$ cat config.mk
export PLATFORM = sky130hd
export DESIGN_NAME = uart_tx_arbiter
export DESIGN_NICKNAME = d
export VERILOG_FILES = /design/src/rtl/uart_tx_arbiter_pkg.sv /design/src/rtl/uart_frame_timer.sv /design/src/rtl/uart_tx_arbiter.sv
export SDC_FILE = /design/constraint.sdc
export NUM_CORES = 1
export LEC_CHECK = 0
export ABC_AREA = 1
export BUFFER_PORTS_ARGS = -buffer_cell sky130_fd_sc_hd__buf_2
export CORE_ASPECT_RATIO = 0.7
export CORE_MARGIN = 4
export CORE_UTILIZATION = 53
export CTS_CLUSTER_DIAMETER = 30
export DETAILED_ROUTE_END_ITERATION = 8
export GPL_ROUTABILITY_DRIVEN = 0
export PLACE_DENSITY = 0.82
export SYNTH_ARGS = -nofsm -noshare
export SYNTH_HDL_FRONTEND = slang
export SYNTH_SLANG_ARGS = --single-unit
$ cat constraint.sdc
create_clock -name sclk -period 1.4 [get_ports sclk]
set_input_delay 0.07 -clock sclk [delete_from_list [all_inputs] [get_ports sclk]]
set_output_delay 0.07 -clock sclk [all_outputs]
set_load 0.05 [all_outputs]
$ cat src/rtl/uart_tx_arbiter_pkg.sv
// Shared definitions for the UART TX arbiter and frame timer.
// Frame geometry and arbiter state encoding.
package uart_tx_arbiter_pkg;

  localparam int UART_FRAME_BITS = 10;

  typedef enum logic [1:0] {
    ST_IDLE = 2'd0,
    ST_TRIG = 2'd1,
    ST_WAIT = 2'd2
  } state_t;

  function automatic int frame_cyc(
    input int clk_div,
    input int frame_bits,
    input int gap_cyc
  );
    return clk_div * frame_bits + gap_cyc;
  endfunction

endpackage

$ cat src/rtl/uart_frame_timer.sv
// Load / count-down / done timer that spans one UART frame plus gap.
// Loaded with FRAME_CYC-1 so a count from load to done covers FRAME_CYC cycles.
module uart_frame_timer #(
  parameter int FRAME_CYC = 42
) (
  input  logic clk,
  input  logic rst,
  input  logic load,
  input  logic en,
  output logic done
);

  localparam int W = $clog2(FRAME_CYC + 1);
  localparam logic [W-1:0] LOAD_VAL = W'(FRAME_CYC - 1);

  logic [W-1:0] cnt;

  // count register: load wins, otherwise count down and park at zero
  always_ff @(posedge clk) begin
    if (rst) begin
      cnt <= '0;
    end else if (load) begin
      cnt <= LOAD_VAL;
    end else if (en && cnt != '0) begin
      cnt <= cnt - 1'b1;
    end
  end

  assign done = (cnt == '0);

endmodule

$ cat src/rtl/uart_tx_arbiter.sv
// Round-robin, packet-locked arbiter sharing one uart_tx between two requesters.
// uart_tx has no busy output, so each frame is timed locally.
module uart_tx_arbiter
  import uart_tx_arbiter_pkg::*;
#(
  parameter int CLK_DIV    = 434,
  parameter int FRAME_BITS = UART_FRAME_BITS,
  parameter int GAP_CYC    = 2
) (
  input  logic       sclk,
  input  logic       s_rst,
  input  logic       a_valid,
  input  logic [7:0] a_data,
  input  logic       a_last,
  output logic       a_ready,
  input  logic       b_valid,
  input  logic [7:0] b_data,
  input  logic       b_last,
  output logic       b_ready,
  output logic       tx_trig,
  output logic [7:0] tx_data,
  output logic       busy,
  output logic       owner_b
);

  localparam int FRAME_CYC = frame_cyc(CLK_DIV, FRAME_BITS, GAP_CYC);

  state_t state;
  state_t state_n;

  logic lock;
  logic rr_next;
  logic grant_b;
  logic accept;
  logic acc_last;
  logic [7:0] acc_data;
  logic t_load;
  logic t_en;
  logic t_done;

  uart_frame_timer #(
    .FRAME_CYC(FRAME_CYC)
  ) u_timer (
    .clk (sclk),
    .rst (s_rst),
    .load(t_load),
    .en  (t_en),
    .done(t_done)
  );

  // grant: locked owner first, then a lone requester, then round-robin
  always_comb begin
    grant_b = rr_next;
    if (lock) begin
      grant_b = owner_b;
    end else if (a_valid ^ b_valid) begin
      grant_b = b_valid;
    end
  end

  assign a_ready  = (state == ST_IDLE) && !grant_b && a_valid;
  assign b_ready  = (state == ST_IDLE) && grant_b && b_valid;
  assign accept   = a_ready || b_ready;
  assign acc_data = grant_b ? b_data : a_data;
  assign acc_last = grant_b ? b_last : a_last;

  assign tx_trig = (state == ST_TRIG);
  assign busy    = (state != ST_IDLE);

  // state register
  always_ff @(posedge sclk) begin
    if (s_rst) begin
      state <= ST_IDLE;
    end else begin
      state <= state_n;
    end
  end

  // next state and timer control
  always_comb begin
    state_n = state;
    t_load  = 1'b0;
    t_en    = 1'b0;
    unique case (state)
      ST_IDLE: begin
        if (accept) state_n = ST_TRIG;
      end
      ST_TRIG: begin
        t_load  = 1'b1;
        state_n = ST_WAIT;
      end
      ST_WAIT: begin
        t_en = 1'b1;
        if (t_done) state_n = ST_IDLE;
      end
      default: state_n = ST_IDLE;
    endcase
  end

  // accepted byte, owner, packet lock and round-robin pointer
  always_ff @(posedge sclk) begin
    if (s_rst) begin
      tx_data <= 8'h00;
      owner_b <= 1'b0;
      lock    <= 1'b0;
      rr_next <= 1'b0;
    end else if (accept) begin
      tx_data <= acc_data;
      owner_b <= grant_b;
      lock    <= !acc_last;
      if (acc_last) rr_next <= !grant_b;
    end
  end

endmodule
After elaboration in Yosys (flattened, before gate mapping):

Index checks and enable logic that the tools add are counted.

* register bits: 26
* logic and storage cells: 40
* bits of input ports: 22

* reduce and logical (&&, ||, !) cells: 16
* muxes and demuxes: 11
* equality and inequality tests: 4
* add/subtract/negate cells: 1
* bitwise operators: 1

Operators by type and width (number)
* 2-to-1 mux 13 bit: 2
* logical NOT 13 bit: 1
* nonzero test 13 bit: 1
* subtractor 13 x 1 -> 13 bit (second input constant): 1
* 2-to-1 mux 8 bit: 1
* case mux 2 bit (3 select lines): 1
* logical AND 1 bit: 5
* 2-to-1 mux 1 bit: 5
* 2-to-1 mux 2 bit: 2
* inequality test 2 bit (second input constant): 2
* AND reduction 2 bit: 2
* nonzero test 2 bit: 2
* equality test 2 x 1 -> 1 bit (second input constant): 1
* equality test 2 bit (second input constant): 1
* logical NOT 1 bit: 2
* logical NOT 2 bit: 1
* OR reduction 2 bit: 1
* logical OR 1 bit: 1
* XOR 1 bit: 1

Longest topological paths before layout:

* depth after elaboration: 9
* depth in mapped cells: 11
* mapped depth without buffers: 10

Modules after synthesis:

From an unflattened synthesis, not the netlist that was laid out.

* cells, all modules: 248
* area total of the unflattened synthesis: 1585.3 µm²

Modules (own cells, without submodules)
* uart_frame_timer: area each 899.6 µm², cells each 144, instances 1, seq. area each 260.2 µm²
* uart_tx_arbiter: area each 685.7 µm², cells each 104, instances 1, seq. area each 260.2 µm²

Worst setup path before layout:

Ideal clock, no wire load.

* kind: register -> register
* start point: register state[0]
* end point: register u_timer.cnt[4]
* stages on the path, launching flop included: 8
* data required time: 1.276 ns
* path buffers: 0
* library setup time: 0.124 ns
* period minus slack after synthesis: 1.743 ns
* arrival: 1.619 ns
* path slack: -0.343 ns
* cells stage by stage: dfxtp_1 > inv_2 > nor2_1 > inv_2 > nand2_4 > nor2_2 > nor2_1 > nor2_1

* elaborated cells on any way between the ends: 7

RTL lines
* start, declared: line uart_tx_arbiter.sv:28 `state_t state;`
* start signal, assigned: line uart_tx_arbiter.sv:75 `state <= state_n;`
* equality test 2 x 1 -> 1 bit *
* via tx_trig: line uart_tx_arbiter.sv:20 `output logic tx_trig,`
* 2-to-1 mux 1 bit *: line uart_tx_arbiter.sv:84 `unique case (state)`
* 2-to-1 mux 13 bit or nonzero test 2 bit (tied branches)
* end signal, assigned: line uart_frame_timer.sv:25 `cnt <= cnt - 1'b1;`
* end, declared: line uart_frame_timer.sv:16 `logic [W-1:0] cnt;`

The timed path passes the listed nets; every way through them passes the cells marked *.
A chain may end at the register's enable or synchronous reset.

Worst setup path in the final report:

* start point: register state[0]
* end point: output port a_ready

* word-level cells in the longest chain between the ends: 3

RTL lines
* logical NOT 2 bit: line uart_tx_arbiter.sv:61 `assign a_ready = (state == ST_IDLE) && !grant_b && a_valid;`
* logical AND 1 bit (2 in a row): line uart_tx_arbiter.sv:61
* end, declared: line uart_tx_arbiter.sv:15 `output logic a_ready,`

No other way between the ends.

==> results_dict.tcl <==
set metrics [dict create \
    final.setup.tns_ns 0 \
    vias 1525 \
    maxSlewHeadroom_pct 74.3 \
    drtAntennaViolNets 0 \
    critPathCapture "a_ready" \
    core_area_um2 2570 \
    startpoint "state[0]$_SDFFE_PP0P_" \
    setup_viol 0 \
    rsz0062_at_grt "yes" \
    ys_top_cells_by_area "dfxtp_1 (35%), nand2_1 (17%), nor2_1 (12%)" \
    fin_crit_sh_pct 95.6 \
    synth_top_area_cell "dfxtp_1" \
    r2r-end "u_timer.cnt[7]$_SDFFE_PP0P_" \
    skew_ns 0.00112 \
    hold_path.class "input port to flip-flop" \
    drv_slew 0 \
    critPathMaxFanout 3 \
    syn_avg_cell_area_um2 6.40 \
    end_kind "output pin" \
    viasPerCell 4.92 \
    track_usage_pct 20.9 \
    cts_tree "yes" \
    post-route-min-period_ns 1.34 \
    ir_worst_vdd_mv 0.885 \
    grt_start_max_net_pins 16 \
    crit_type "flip-flop to output pin" \
    cts_buffers 3 \
    cp-start-kind "flip-flop" \
    r2r_slack_ns 0.07 \
    clockRootBuffer "clkbuf_8" \
    antenna_found_initial 0 \
    ys_ff_latch 26 \
    status "finished clean" \
    yosysSeqAreaShare_pct 34.9 \
    hold_ws_ns 0.0652 \
    drive_gt1_share_pct 34.1 \
    final_util_pct 74.9 \
    ff2ff_path_depth 9 \
    worstReg2RegStart "u_timer.cnt[5]$_SDFFE_PP0P_" \
    p_per_area_nw_per_um2 1670 \
    yosys.area.top_type_share_pct 34.9 \
    postSynthNetCount 257 \
    synth_cell_types 23 \
    drtPass1Iterations 4 \
    overflow 0 \
    ctsHoldBuffers 0 \
    m1WireLength_mm 1.77 \
    grt_pass1_wl_mm 6.13 \
    clkLatencyLatePin_ns 0.27 \
    die_area_um2 3740 \
    die_w_um 71.4 \
    cts.sinks 26 \
    clk_path_buf_depth 2 \
    netlist_instances 233 \
    worst_pin_slew_ns 0.385 \
    syn_to_final_growth_pct 29.2 \
    drc_errors 0 \
    dp_hpwl_mm 2.63 \
    post-layout-total-power_mw 3.21 \
    wire_per_inst_um 12.2 \
    grt_pass1_vias 1384 \
    synth_warnings 0 \
    clk_pin_slew_ns 0.09 \
    met3WireLength_um 277 \
    synth.cell_area_um2 1490 \
    io_pins 35 \
    cts_max_level 1 \
    routed_wl_mm 3.80 \
    highest_layer "met4" \
    rows 15 \
    antenna_cells 0 \
    cp.arrival_ns 1.27 \
    drt_iter0_drc 135 \
    hold_viol 0 \
    hp-start "s_rst" \
    drv_cap 0 \
    fin_nets 301 \
    port-buffer-count 34 \
    die_height_um 52.4 \
    placed_area_um2 1710 \
    start_util_pct 58.0 \
    timing.fmax_ghz 0.747 \
    met2WireLength_mm 1.70 \
    final_area_um2 1930 \
    leakage_nw 1.01 \
    required_ns 1.33 \
]
-- power breakdown --
part | switching (mW) | internal (mW)
sequential | 0.109 | 0.866
clock | 0.245 | 0.383
combinational | 1.04 | 0.567
-- layer usage --
layer | global-route usage [%] | up-vias
li1 | - | 802
met1 | 29.3 | 672
met2 | 32.2 | 44
met3 | 4.21 | 7
met4 | 6.56 | 0
met5 | 0 | -
-- synthesized netlist by cell type (all sizes together) --
master	n
a21oi	8
buf	3
clkbuf	1
dfxtp	26
ha	2
inv	28
nand2	76
nand3	11
nand3b	3
nand4	4
nor2	56
o21ai	11
xnor2	1
xor2	3
-- area by class of cell --
| type | instances | area, um2 |
|---|---|---|
| Clock inverter | 1 | 30.0 |
| Sequential cell | 26 | 529 |
| Multi-Input combinational cell | 175 | 913 |
| Timing Repair Buffer | 43 | 262 |
| Clock buffer | 3 | 41.3 |
| Fill cell | 183 | 646 |
| Tap cell | 34 | 42.5 |
| Inverter | 28 | 108 |
-- worst max-delay path, cell delays in order, from the launching register on --
cell and delay, ns:
dfxtp_1 0.35, inv_2 0.08, nand2_2 0.09, nor2_2 0.12, nand3_2 0.13, inv_2 0.08
buf_6 0.15
-- stage by stage --
stage,std cells,setup WS [ns]
6_report,310,0.0610
5_1_grt,310,-0.0511
3_3_place_gp,301,0.0579
2_1_floorplan,233,-0.0406
3_5_place_dp,301,-0.0108
4_1_cts,309,0.00744
-- cells in the final DEF (no fill, tap or decap), drive strengths merged --
cell type	Yosys	routed
xnor2	1	1
a21oi	8	8
dfxtp	26	26
buf	3	43
o21ai	11	11
nand4	4	4
xor2	3	3
nor2	56	56
ha	2	2
nand2	76	76
inv	28	28
nand3	11	11
nand3b	3	3
bufinv	0	1
clkbuf	1	3
-- cell families after synthesis --
logic type                 share of synthesized area [%]
and+or+nand+nor                                     45.8
xor gates and xnor gates                            2.35
buffers and inverters                               8.90
AOI/OAI and AO/OA                                   6.38
adders and majority gates                           1.68
DFF                                                 34.9
-- sequential cells by signal, indices dropped and copies added, names as in the netlist --
signal	cells
state	2
u_timer.cnt	13
rr_next	1
tx_data	8
lock	1
owner_b	1
-- how the worst min path moves through the flow --
| stage | end | slack (ns) | cells after the start |
|---|---|---|---|
| floorplan | tx_data[0]$_SDFFE_PP0P_ | 0.29 | 4 |
| global placement | owner_b$_SDFFE_PP0P_ | 0.34 | 2 |
| detailed placement | owner_b$_SDFFE_PP0P_ | 0.36 | 2 |
| CTS | owner_b$_SDFFE_PP0P_ | 0.07 | 2 |
| global route | u_timer.cnt[4]$_SDFFE_PP0P_ | 0.06 | 2 |
| finish | owner_b$_SDFFE_PP0P_ | 0.07 | 2 |
-- repair_timing --
| action | 4_1_cts | 5_1_grt |
|---|---|---|
| buffers inserted | 4 | 1 |
| resized for setup | 8 | 29 |
| pin swaps | 1 | 7 |
| cloned | 0 | 0 |
| endpoints found under the setup margin | 6 | 22 |
Power figures use the tool's default switching activity.
